<file path="config.mk">
export PLATFORM = sky130hd
export DESIGN_NAME = dht_controller
export DESIGN_NICKNAME = d
export VERILOG_FILES = /design/src/rtl/dht_pkg.sv /design/src/rtl/dht_us_tick.sv /design/src/rtl/dht_controller.sv
export SDC_FILE = /design/constraint.sdc
export NUM_CORES = 1
export LEC_CHECK = 0
export CORE_AREA = 2 2 83 85
export CTS_BUF_LIST = sky130_fd_sc_hd__clkbuf_16
export CTS_CLUSTER_SIZE = 14
export DETAILED_ROUTE_END_ITERATION = 8
export DIE_AREA = 0 0 85 87
export GPL_ROUTABILITY_DRIVEN = 0
export PLACE_DENSITY = 0.73
export SYNTH_ARGS = -nofsm -noshare
export SYNTH_HDL_FRONTEND = slang
export SYNTH_SLANG_ARGS = --single-unit
</file>
<file path="constraint.sdc">
create_clock -name clk -period 2.4 [get_ports clk]
set_clock_uncertainty 0.05 [all_clocks]
set_input_delay 0.72 -clock clk [delete_from_list [all_inputs] [get_ports clk]]
set_output_delay 0.72 -clock clk [all_outputs]
set_load 0.02 [all_outputs]
</file>
<file path="src/rtl/dht_pkg.sv">
`default_nettype none
// ============================================================================
// Module      : dht_pkg
// Description : Shared state encoding, DHT11 phase timings and checksum helper
//               for the DHT11 frame generator.
// Revision    : 1.0 - initial release
// ============================================================================
package dht_pkg;

    // Line phases of one DHT11 frame (host start states only used when enabled)
    typedef enum logic [2:0] {
        GAP       = 3'd0,
        HOST_LOW  = 3'd1,
        HOST_REL  = 3'd2,
        RESP_LOW  = 3'd3,
        RESP_HIGH = 3'd4,
        BIT_LOW   = 3'd5,
        BIT_HIGH  = 3'd6,
        END_LOW   = 3'd7
    } dht_state_t;

    // Phase durations in microseconds
    localparam int T_HOST_LOW_US  = 18000;
    localparam int T_HOST_REL_US  = 30;
    localparam int T_RESP_US      = 80;
    localparam int T_BIT_LOW_US   = 50;
    localparam int T_BIT0_HIGH_US = 26;
    localparam int T_BIT1_HIGH_US = 70;
    localparam int T_END_LOW_US   = 50;
    localparam int FRAME_BITS     = 40;

    // Sum of the four data bytes, wrapping modulo 256
    function automatic logic [7:0] dht_checksum(
        input logic [7:0] hum_int,
        input logic [7:0] hum_dec,
        input logic [7:0] temp_int,
        input logic [7:0] temp_dec
    );
        logic [9:0] sum;
        sum = {2'b00, hum_int} + {2'b00, hum_dec} + {2'b00, temp_int} + {2'b00, temp_dec};
        return sum[7:0];
    endfunction

endpackage
`default_nettype wire

</file>
<file path="src/rtl/dht_us_tick.sv">
`default_nettype none
// ============================================================================
// Module      : dht_us_tick
// Description : Microsecond prescaler. Pulses us_tick for one cycle every
//               US_DIV clocks; clr restarts the count so a phase begun on the
//               clearing edge lasts a whole number of microseconds.
// Revision    : 1.0 - initial release
// ============================================================================
module dht_us_tick #(
    parameter int US_DIV = 100
) (
    input  logic clk,
    input  logic rst,
    input  logic clr,
    output logic us_tick
);

    localparam int            c_CW   = (US_DIV > 1) ? $clog2(US_DIV) : 1;
    localparam logic [c_CW-1:0] c_LAST = c_CW'(US_DIV - 1);

    logic [c_CW-1:0] r_cnt;
    logic            w_wrap;

    assign w_wrap  = (r_cnt == c_LAST);
    assign us_tick = w_wrap;

    // Count clocks within the current microsecond, restarting on wrap or clear
    always_ff @(posedge clk or negedge rst) begin
        if (!rst) begin
            r_cnt <= '0;
        end else if (clr || w_wrap) begin
            r_cnt <= '0;
        end else begin
            r_cnt <= r_cnt + c_CW'(1);
        end
    end

endmodule
`default_nettype wire

</file>
<file path="src/rtl/dht_controller.sv">
`default_nettype none
// ============================================================================
// Module      : dht_controller
// Description : DHT11 sensor-side frame generator. Emits gap, response
//               preamble, 40 data bits (MSB first, checksum last) and an end
//               pulse on 'signal', repeating forever.
//               Optional macro DHT_HOST_START_EN prepends the host start
//               pulse (18 ms low, 30 us high) to every frame.
// Revision    : 1.0 - initial release
// ============================================================================
module dht_controller
    import dht_pkg::*;
#(
    parameter int         CLK_FREQ_HZ  = 100_000_000,
    parameter logic [7:0] HUM_INT      = 8'd45,
    parameter logic [7:0] HUM_DEC      = 8'd0,
    parameter logic [7:0] TEMP_INT     = 8'd23,
    parameter logic [7:0] TEMP_DEC     = 8'd0,
    parameter int         FRAME_GAP_US = 1000
) (
    input  logic clk,
    input  logic rst,
    output logic signal
);

    localparam int US_DIV   = CLK_FREQ_HZ / 1_000_000;
    // Microsecond counter spans the longest phase; the prescaler supplies the
    // US_DIV factor, so the pair covers the longest phase in clock cycles.
    localparam int c_MAX_US = (FRAME_GAP_US > T_HOST_LOW_US) ? FRAME_GAP_US : T_HOST_LOW_US;
    localparam int c_UW     = $clog2(c_MAX_US + 1);

    dht_state_t               r_state;
    logic [c_UW-1:0]          r_us;
    logic [5:0]               r_idx;
    logic [FRAME_BITS-1:0]    r_frame;
    logic                     r_signal;

    logic                     w_tick;
    logic                     w_done;
    logic [c_UW-1:0]          w_last;
    logic [7:0]               w_checksum;
    logic [FRAME_BITS-1:0]    w_frame;

    assign w_checksum = dht_checksum(HUM_INT, HUM_DEC, TEMP_INT, TEMP_DEC);
    assign w_frame    = {HUM_INT, HUM_DEC, TEMP_INT, TEMP_DEC, w_checksum};
    assign signal     = r_signal;

    dht_us_tick #(
        .US_DIV (US_DIV)
    ) u_us_tick (
        .clk     (clk),
        .rst     (rst),
        .clr     (w_done),
        .us_tick (w_tick)
    );

    // Last microsecond count of the current phase; bit high width follows the bit value
    always_comb begin
        w_last = '0;
        case (r_state)
            GAP:       w_last = c_UW'(FRAME_GAP_US - 1);
`ifdef DHT_HOST_START_EN
            HOST_LOW:  w_last = c_UW'(T_HOST_LOW_US - 1);
            HOST_REL:  w_last = c_UW'(T_HOST_REL_US - 1);
`endif
            RESP_LOW:  w_last = c_UW'(T_RESP_US - 1);
            RESP_HIGH: w_last = c_UW'(T_RESP_US - 1);
            BIT_LOW:   w_last = c_UW'(T_BIT_LOW_US - 1);
            BIT_HIGH:  w_last = r_frame[FRAME_BITS-1] ? c_UW'(T_BIT1_HIGH_US - 1)
                                                      : c_UW'(T_BIT0_HIGH_US - 1);
            default:   w_last = c_UW'(T_END_LOW_US - 1);
        endcase
    end

    assign w_done = w_tick && (r_us == w_last);

    // Phase sequencer: advances on the final microsecond of each phase and
    // registers the line level for the phase being entered
    always_ff @(posedge clk or negedge rst) begin
        if (!rst) begin
            r_state  <= GAP;
            r_us     <= '0;
            r_idx    <= '0;
            r_frame  <= '0;
            r_signal <= 1'b1;
        end else if (w_done) begin
            r_us <= '0;
            case (r_state)
                GAP: begin
                    // Snapshot the frame so every bit of it is consistent
                    r_frame  <= w_frame;
                    r_signal <= 1'b0;
`ifdef DHT_HOST_START_EN
                    r_state  <= HOST_LOW;
`else
                    r_state  <= RESP_LOW;
`endif
                end
`ifdef DHT_HOST_START_EN
                HOST_LOW: begin
                    r_state  <= HOST_REL;
                    r_signal <= 1'b1;
                end
                HOST_REL: begin
                    r_state  <= RESP_LOW;
                    r_signal <= 1'b0;
                end
`endif
                RESP_LOW: begin
                    r_state  <= RESP_HIGH;
                    r_signal <= 1'b1;
                end
                RESP_HIGH: begin
                    r_state  <= BIT_LOW;
                    r_signal <= 1'b0;
                end
                BIT_LOW: begin
                    r_state  <= BIT_HIGH;
                    r_signal <= 1'b1;
                end
                BIT_HIGH: begin
                    r_signal <= 1'b0;
                    if (r_idx == 6'(FRAME_BITS - 1)) begin
                        r_state <= END_LOW;
                        r_idx   <= '0;
                    end else begin
                        r_state <= BIT_LOW;
                        r_idx   <= r_idx + 6'd1;
                        r_frame <= {r_frame[FRAME_BITS-2:0], 1'b0};
                    end
                end
                default: begin
                    r_state  <= GAP;
                    r_signal <= 1'b1;
                end
            endcase
        end else if (w_tick) begin
            r_us <= r_us + c_UW'(1);
        end
    end

endmodule
`default_nettype wire

</file>
==> results of run 1 <==
## cell usage after synthesis (all sizes together) (3+ instances only)
master and count:
nand2 80, dfrtp 69, o21ai 43, nor2 19, nor2b 15, buf 13
nand3 12, xor2 12, xnor2 11, nand4 9, clkbuf 7, and3 6
a21oi 4, and2 4, inv 4, mux2 4, ha 3, o31ai 3
or2 3
## how the worst max path moves through the flow
stage,to,slack (ns)
floorplan,r_state[0],0.15
global placement,r_state[0],0.15
detailed placement,r_state[0],0.09
CTS,r_state[0],0.08
global route,r_frame[3],0.01
finish,r_state[0],0.13
## report_power, final
group | switching [mW] | total, mW | leakage, nW | internal, mW
clock | 0.514 | 1.43 | 0.154 | 0.912
combinational | 0.0220 | 0.0260 | 0.676 | 0.00403
sequential | 0 | 1.18 | 0.957 | 1.18
## registers in the layout, summed over array words and instances, names as in the netlist
name and count:
r_frame 38, r_idx 6, r_state 3, r_us 15, signal 1, u_us_tick.r_cnt 7
## final cells by class
class	count	area [um2]	area share (%)
Tap cell	80	100	2.50
Inverter	4	15.0	0.375
Multi-Input combinational cell	264	1600	40.1
Sequential cell	70	1760	43.8
Clock inverter	7	97.6	2.44
Clock buffer	9	225	5.62
Timing Repair Buffer	21	208	5.19
## worst register-to-register path, cell delays in order (launching register included)
cell and delay, ns:
dfrtp_1 0.41, or4_4 0.53, nor4_2 0.26, o2111ai_2 0.17, and4b_2 0.40, mux2_2 0.34
## logic make-up (layout without fill, tap and decap cells)
| logic type | count (synthesis) | after routing |
|---|---|---|
| multiplexers | 6 | 6 |
| buffers and inverters | 24 | 41 |
| AND/OR/NAND/NOR | 166 | 166 |
| AO/OA/AOI/OAI | 66 | 66 |
| flip-flops | 70 | 70 |
| XOR/XNOR | 23 | 23 |
| adder cells (fa/ha/maj) | 3 | 3 |
## routing by layer
| layer | global-route usage, % | share of wire, % | vias up |
|---|---|---|---|
| met4 | 9.09 | 2.0 | 0 |
| met3 | 3.60 | 3.0 | 12 |
| li1 | - | - | 1260 |
| met5 | 0 | 0 | - |
| met1 | 27.3 | 48 | 1239 |
| met2 | 29.1 | 47 | 30 |
## per-stage QoR
step	cells	utilization, %	total power [mW]
finish	455	61.0	2.63
global route	455	61.0	2.71
CTS	455	60.9	2.66
detailed placement	439	56.0	1.23
global placement	439	56.0	1.23
floorplan	358	-	1.20
==> results.txt, run 1 <==
status - completed
#FFs+latches synth - 70
r2r startpoint - r_us[13]
CTS tree - done
TNS Setup - 0 ns
post-synthesis average cell area - 9.78 um2
Post CTS Setup Buffer Count - 0
vias - 2541
pwr/cell area - 657 nW/um2
Seq/Total Area, Yosys - 50.1%
nets - 375
I/O Buffers - 2
Crit-path slowest cell - or4_4
die width - 85 um
WP depth - 5
crit path DAT - 2.44 ns
# IOs - 3
fillers - 521
Post-Synth Adder-Cell Area - 1.07%
worst setup margin - 0.129 ns
antenna viol nets, final - 0
xor-xnor portion of the synthesized cell area - 5.75%
CP required - 2.57 ns
Synth top area share - 49.3%
slowest stage delay, CP - 0.53 ns
Most used DFF post-synth - dfrtp_1
number of global-route vias before repair - 2400
startpoint types - flip-flop
final count of negative-setup-slack endpoints - 0
worst-margin pin slew - 0.423 ns
static leakage - 1.79 nW
CTS HTree Levels - 3
asr flop ratio synth - 100%
fin. max-slew vios - 0
Setup crit end kind - flip-flop
DRC violations left - 0
CTS Hold Bufs - 0
layout cells sized above 1 - 18.7%
Crit Path Max Fanout - 5
Detailed Route Iter0 Violations - 167
commonest cells after routing, fill and taps aside - 79 x nand2_1, 67 x dfrtp_1, 22 x o21ai_1, 19 x nor2_1, 15 x buf_4
area grow syn2layout - 14.4%
WS Path Type - reg -> reg
R2R setup slack - 0.13 ns
Placed Area - 3680 um2
CP bufs+invs - 0
worst skew pair latency - 0.33 ns
crit path from - r_us[13]
Worst-path clk slew - 0.06 ns
grt ovf - 0
reg2reg end - r_state[0]
Hold Fails Final Rpt - 0
multiplexer area fraction after synthesis - 1.86%
Tcrit/Tclk final - 94.6%
dpl hpwl - 3.92 mm
core box area - 6570 um2
DR pass1 iterations - 4
VDD IR max - 0.429 mV
simple-gate area share of the yosys netlist - 24.2%
largest area contributor in the netlist - dfrtp_1
Final Cell Area - 4010 um2
max_slew headroom - 71.8%
cell-by-cell trace of the critical path - or4_4 -> nor4_2 -> o2111ai_2 -> and4b_2 -> mux2_2
Final min period - 2.27 ns
hold slack - 0.328 ns
starting density of the core - 53.3%
Syn Inst Count - 358
largest family of logic cells by synthesized area - simple AND/OR/NAND/NOR gates
final WL - 6.42 mm
CTS Sinks - 70
FF-to-FF path depth - 5
max cap viols - 0
full die area - 7400 um2
all-layer global routing usage - 19.3%
post-place setup slack - 0.0945 ns
drt wl/cell - 14.1 um
Hold Path Class - in -> async
Netlist Area Pre-Place - 3500 um2
Num CTS Buffers - 9
Std-Cell Rows - 30
Synth Area in Compound Gates - 12.8%
first-pass GRT wire length - 11.4 mm
clock root buffer - clkbuf_16
synth top area cells - dfrtp_1 49%, nand2_1 8.5%, o21ai_1 3.1%
antenna violations before repair - 0
die height - 87 um
Post-synth EDFFs - 0
Mapped Nets - 363
Synthesis Warnings - 0
largest net degree at the start of global routing - 71
count of different cell masters after synthesis - 59
cts repair resizes - 0
drt via density - 5.58
CTS Buffer Depth - 2
Max Fclk - 0.440 GHz
commonest non-fill, non-tap cell in the layout - nand2_1
RSZ-0062 raised after global routing - no
family with the most delay on the worst path - simple AND/OR/NAND/NOR gates
antenna cell count - 0
Power figures use the tool's default switching activity.
==> run 2, diff against run 1 <==
Settings changed: CTS_CLUSTER_DIAMETER from default to 80.
==> results of run 2 <==
No change in the layout: final DEF, timing and power equal those of run 1.
==> RTL change 1 (config.mk and constraints of run 1) <==
Set the package constant `T_HOST_LOW_US` to 9000 (it was 18000).
--- a/src/rtl/dht_pkg.sv
+++ b/src/rtl/dht_pkg.sv
@@ -20,7 +20,7 @@
     } dht_state_t;
 
     // Phase durations in microseconds
-    localparam int T_HOST_LOW_US  = 18000;
+    localparam int T_HOST_LOW_US  = 9000;
     localparam int T_HOST_REL_US  = 30;
     localparam int T_RESP_US      = 80;
     localparam int T_BIT_LOW_US   = 50;
Check against the original RTL: no difference found for any inputs over 10 cycles, from zero or initial values and one cycle with rst low; that may be too few to reach the edited logic, so the function may still have changed.
==> RTL change 1 against run 1 <==
Total power is 1.6% lower; worst setup slack worse by 94 ps; routed wire length is 2.3% higher; sequential cell count is 1 lower; area after synthesis is 3.7% lower; non-clock buffer count is 4 higher; utilization is 0.82 points lower; cell area is 1.3% lower; critical path type unchanged; critical endpoint is now r_idx[3]$_DFFE_PN0P_.
==> RTL change 1: results (changes against run 1) <==
** Worst setup path
- The worst reg2reg path depth came to 7 (+2).
- CP startpoint :: r_state[2]$_DFFE_PN0P_
- The register-to-register path setup slack is 40 ps (-90 ps).
- The maximum net fanout on the critical path came to 7 (+2).
- The data arrival time of the critical path was 2570 ps (+130 ps).

** Global routing
- The first-pass GRT wire length came to 11650 µm (+2.4%).
- The total global-route track usage is 0.1956 (+0.002097).
- Maximum number of pins on one net before global-route repair :: 32 (-55%)
- The number of global-route vias before repair was 2565 (+6.9%).
- The global-route track usage on met1 was 0.2505 (-0.02227).
- Met2 GRT Util :: 0.3239 (+0.03267)

** Pwr
- Leakage dissipation :: 1.816 nW (+1.7%)
- Peak supply drop :: 0.4156 mV (-3.2%)
- Reported net switching power :: 0.0005199 W (-3.1%)
- The power share of the clock group is 0.540 (-0.002).

** Route
- Via count :: 2500 (-1.6%)
- The number of DRC violations after detailed-routing iteration 0 came to 223 (+34%).
- Total Wirelength :: 6571 µm (+2.3%)
- The routed wirelength normalized by instance count was 14.97 µm (+6.0%).

** Cells and area
- The area taken by flip-flops and latches is 0.001730 mm² (-1.4%).
- The layout filler cell count came to 531 (+1.9%).
- The clock-cell share of area was 0.07980 (-0.0008025).
- Compared with the post-synthesis result, the final layout area differs by 17.14%.
- The area of combinational cells with multiple inputs was 0.001536 mm² (-4.2%).
- Non-clock inverter total of the final layout :: 13 (+9)
- Ratio of cells with drive above 1 in the final layout :: 0.1671 (-0.01954)
- The count of nets after finishing is 359 (-4.3%).
- The number of buffers other than clock buffers in the final layout was 25 (+19%).
- Non-clock buffering overhead :: 0.05573 (+0.003873)
- The multi-input combinational cell count was 236 (-11%).

** Logic synthesis
- The total nets after synthesis came to 348 (-4.1%).
- Post-Syn Area per Cell :: 9.835 µm² (+0.53%)
- Complex-gate fraction of the synthesized area :: 0.1502 (+0.02232)
- Post-synthesis xor/xnor area fraction :: 0.06491 (+0.007390)
- Post-synthesis mux area share :: 0.04859 (+0.03001)
- Synth unique cells :: 45 (-24%)

** Outcome
- The flow ran to the end, and the final reports show no timing, DRC or antenna violations.

** Place
- Pre-CTS worst setup slack :: -5.464 ps (-100.0 ps)
- Placed insts :: 420 (-4.3%)
- The post-placement cell area came to 0.003540 mm² (-3.7%).
- The HPWL reported at the end of detailed placement came to 3985 µm (+1.6%).

** STA
- The final clock period utilization by the worst path came to 0.9853 (+0.03900).
- Normalized max-slew margin :: 0.6867 (-0.03138)

** CTS
- The count of clock tree sinks is 69 (-1.4%).
-- RTL change 1: changes by cell type after synthesis, sizes merged, moves of 3 or more --
cell,delta
and3,-3
buf,-8
clkbuf,+13
inv,+9
mux2i,+11
nand2,-43
nor2,+10
nor2b,-11
o21ai,-10
o31ai,+28
xor2,+4
-- RTL change 1: per-stage QoR --
step / TNS [ps] / hold WS [ps]
floorplan: 0 / 374.4
global placement: 0 / 393.0
detailed placement: -5.464 / 418.0
CTS: 0 / 303.1
global route: -526.6 / 328.0
finish: 0 / 287.8
-- RTL change 1: worst min path at each step --
| stage | start | to | slack [ps] |
|---|---|---|---|
| floorplan | rst | r_frame[10]$_DFFE_PN0P_ | 370 |
| global placement | u_us_tick.r_cnt[0]$_DFF_PN0_ | u_us_tick.r_cnt[0]$_DFF_PN0_ | 390 |
| detailed placement | u_us_tick.r_cnt[0]$_DFF_PN0_ | u_us_tick.r_cnt[0]$_DFF_PN0_ | 420 |
| CTS | rst | r_idx[2]$_DFFE_PN0P_ | 300 |
| global route | rst | r_idx[4]$_DFFE_PN0P_ | 330 |
| finish | rst | r_idx[3]$_DFFE_PN0P_ | 290 |
-- RTL change 1: metal layers --
metal | part of all wire | wire [µm] | vias up
li1 | - | - | 1218
met1 | 0.46 | 3024 | 1241
met2 | 0.49 | 3243 | 32
met3 | 0.032 | 210 | 9
met4 | 0.014 | 94 | 0
met5 | 0 | 0 | -
-- RTL change 1: critical path, cell delays in order, from the launching register on --
cell	delay, ps
sky130_fd_sc_hd__dfrtp_1	440
sky130_fd_sc_hd__and2b_2	280
sky130_fd_sc_hd__mux2i_2	180
sky130_fd_sc_hd__a2111oi_4	370
sky130_fd_sc_hd__nand4_2	190
sky130_fd_sc_hd__buf_6	180
sky130_fd_sc_hd__or4_1	490
sky130_fd_sc_hd__o21ai_1	120
==> RTL change 2 (flow settings as in run 1) <==
Made on the original files. Re-encode `dht_state_t` (8 states) as one-hot, 8 bits wide.
--- a/src/rtl/dht_pkg.sv
+++ b/src/rtl/dht_pkg.sv
@@ -8,15 +8,15 @@
 package dht_pkg;
 
     // Line phases of one DHT11 frame (host start states only used when enabled)
-    typedef enum logic [2:0] {
-        GAP       = 3'd0,
-        HOST_LOW  = 3'd1,
-        HOST_REL  = 3'd2,
-        RESP_LOW  = 3'd3,
-        RESP_HIGH = 3'd4,
-        BIT_LOW   = 3'd5,
-        BIT_HIGH  = 3'd6,
-        END_LOW   = 3'd7
+    typedef enum logic [7:0] {
+        GAP       = 8'b00000001,
+        HOST_LOW  = 8'b00000010,
+        HOST_REL  = 8'b00000100,
+        RESP_LOW  = 8'b00001000,
+        RESP_HIGH = 8'b00010000,
+        BIT_LOW   = 8'b00100000,
+        BIT_HIGH  = 8'b01000000,
+        END_LOW   = 8'b10000000
     } dht_state_t;
 
     // Phase durations in microseconds
Check against the original RTL: same outputs for any inputs over 10 cycles, from zero or initial values and one cycle with rst low; not proved beyond that.
==> RTL change 2 against run 1 <==
First-iteration DRC count is 37% lower; area after synthesis rose by 5.1%; sequential cell count rose by 3; synthesized cell count up 2.0%; worst setup slack worse by 120 ps; cell area rose by 5.3%; routed wire length grew 0.47%; total power decreased by 2.8%; sequential power grew 4%; hold slack worse by 45 ps; highest routed layer unchanged.
==> RTL change 2: results (changes against run 1) <==
** Outcome
- The run finished with clean final reports.

** Global routing
- The global-route track usage on met1 was 0.2520 (-0.02070).
- The number of global-route vias before repair is 2483 (+3.5%).
- The met2 track utilization from global routing was 0.3068 (+0.01563).
- Routing usage on met3 :: 0.05972 (+0.02370)
- Tot GR Track Use :: 0.1928 (-0.0006976)

** Worst setup path
- Start of the worst register-to-register path :: r_state[6]$_DFFE_PN0P_
- CP startpoint :: r_state[6]$_DFFE_PN0P_
- The maximum single-stage delay on the critical path came to 440 ps (-90 ps).
- Arrival time at the worst endpoint :: 2590 ps (+150 ps)
- The maximum net fanout on the critical path is 8 (+3).

** Logic synthesis
- Complex-gate fraction of the synthesized area :: 0.05880 (-0.06910)
- In the synthesized netlist, the cells that appear most often are sky130_fd_sc_hd__dfrtp_1, sky130_fd_sc_hd__inv_1, sky130_fd_sc_hd__nand2_1.
- The multiplexer share of the synthesized area was 0.1176 (+0.09903).
- Main area contributors after synthesis :: sky130_fd_sc_hd__dfrtp_1, sky130_fd_sc_hd__mux2i_1, sky130_fd_sc_hd__inv_1
- The number of unique standard cell types used by synthesis came to 49 (-17%).
- The xor and xnor area share after synthesis came to 0.05472 (-0.002796).
- The gate count after technology mapping is 365 (+2.0%).
- The sequential share of the synthesized area is 0.4969 (-0.003595).

** Route
- The number of DRC violations after detailed-routing iteration 0 came to 106 (-37%).
- Met1 layer wirelength in the final routing :: 3028 µm (-1.4%)
- Total length of routed met3 wires :: 189 µm (-2.6%)
- Routed via count divided by cell count :: 5.340 (-4.4%)
- Amount of wire on met2 after detailed routing :: 3167 µm (+4.7%)

** Place
- Placed insts :: 453 (+3.2%)
- Detail Placement HPWL :: 4468 µm (+14%)
- Pre-CTS worst setup slack :: 15.03 ps (-79.52 ps)
- Standard cell area after detailed placement :: 0.003862 mm² (+5.1%)

** Pwr
- Reported net switching power :: 0.0005216 W (-2.7%)
- The total internal power came to 0.002039 W (-2.8%).
- Peak supply drop :: 0.4526 mV (+5.5%)
- Leakage dissipation :: 2.075 nW (+16%)
- The power share of the sequential group was 0.481 (+0.033).

** Cells and area
- The ratio of cells with drive above 1 in the final layout is 0.1578 (-0.02891).
- The count of nets after finishing is 393 (+4.8%).
- Final cell count without fillers :: 473 (+4.0%)
==> RTL change 2: worst paths after layout <==
check	slack (ps)	cells after the start	endpoint
min in group clk	410	1	u_us_tick.r_cnt[0]$_DFF_PN0_
max	7	7	r_state[4]$_DFFE_PN0P_
min	280	1	r_frame[10]$_DFFE_PN0P_
max in group asynchronous	1370	2	signal$_DFFE_PN1P_
max reg2reg	7	7	r_state[4]$_DFFE_PN0P_
min reg2reg	410	1	u_us_tick.r_cnt[0]$_DFF_PN0_
==> RTL change 2: area by class of cell <==
class / instances / area [µm²] / share of cell area
sequential: 73 / 1831 / 0.4341
multi-input combinational: 230 / 1568 / 0.3718
timing repair buffer: 28 / 250.2 / 0.05935
tap: 80 / 100.1 / 0.02374
inverter: 46 / 172.7 / 0.04095
clock inverter: 7 / 70.07 / 0.01662
clock buffer: 9 / 225.2 / 0.05341
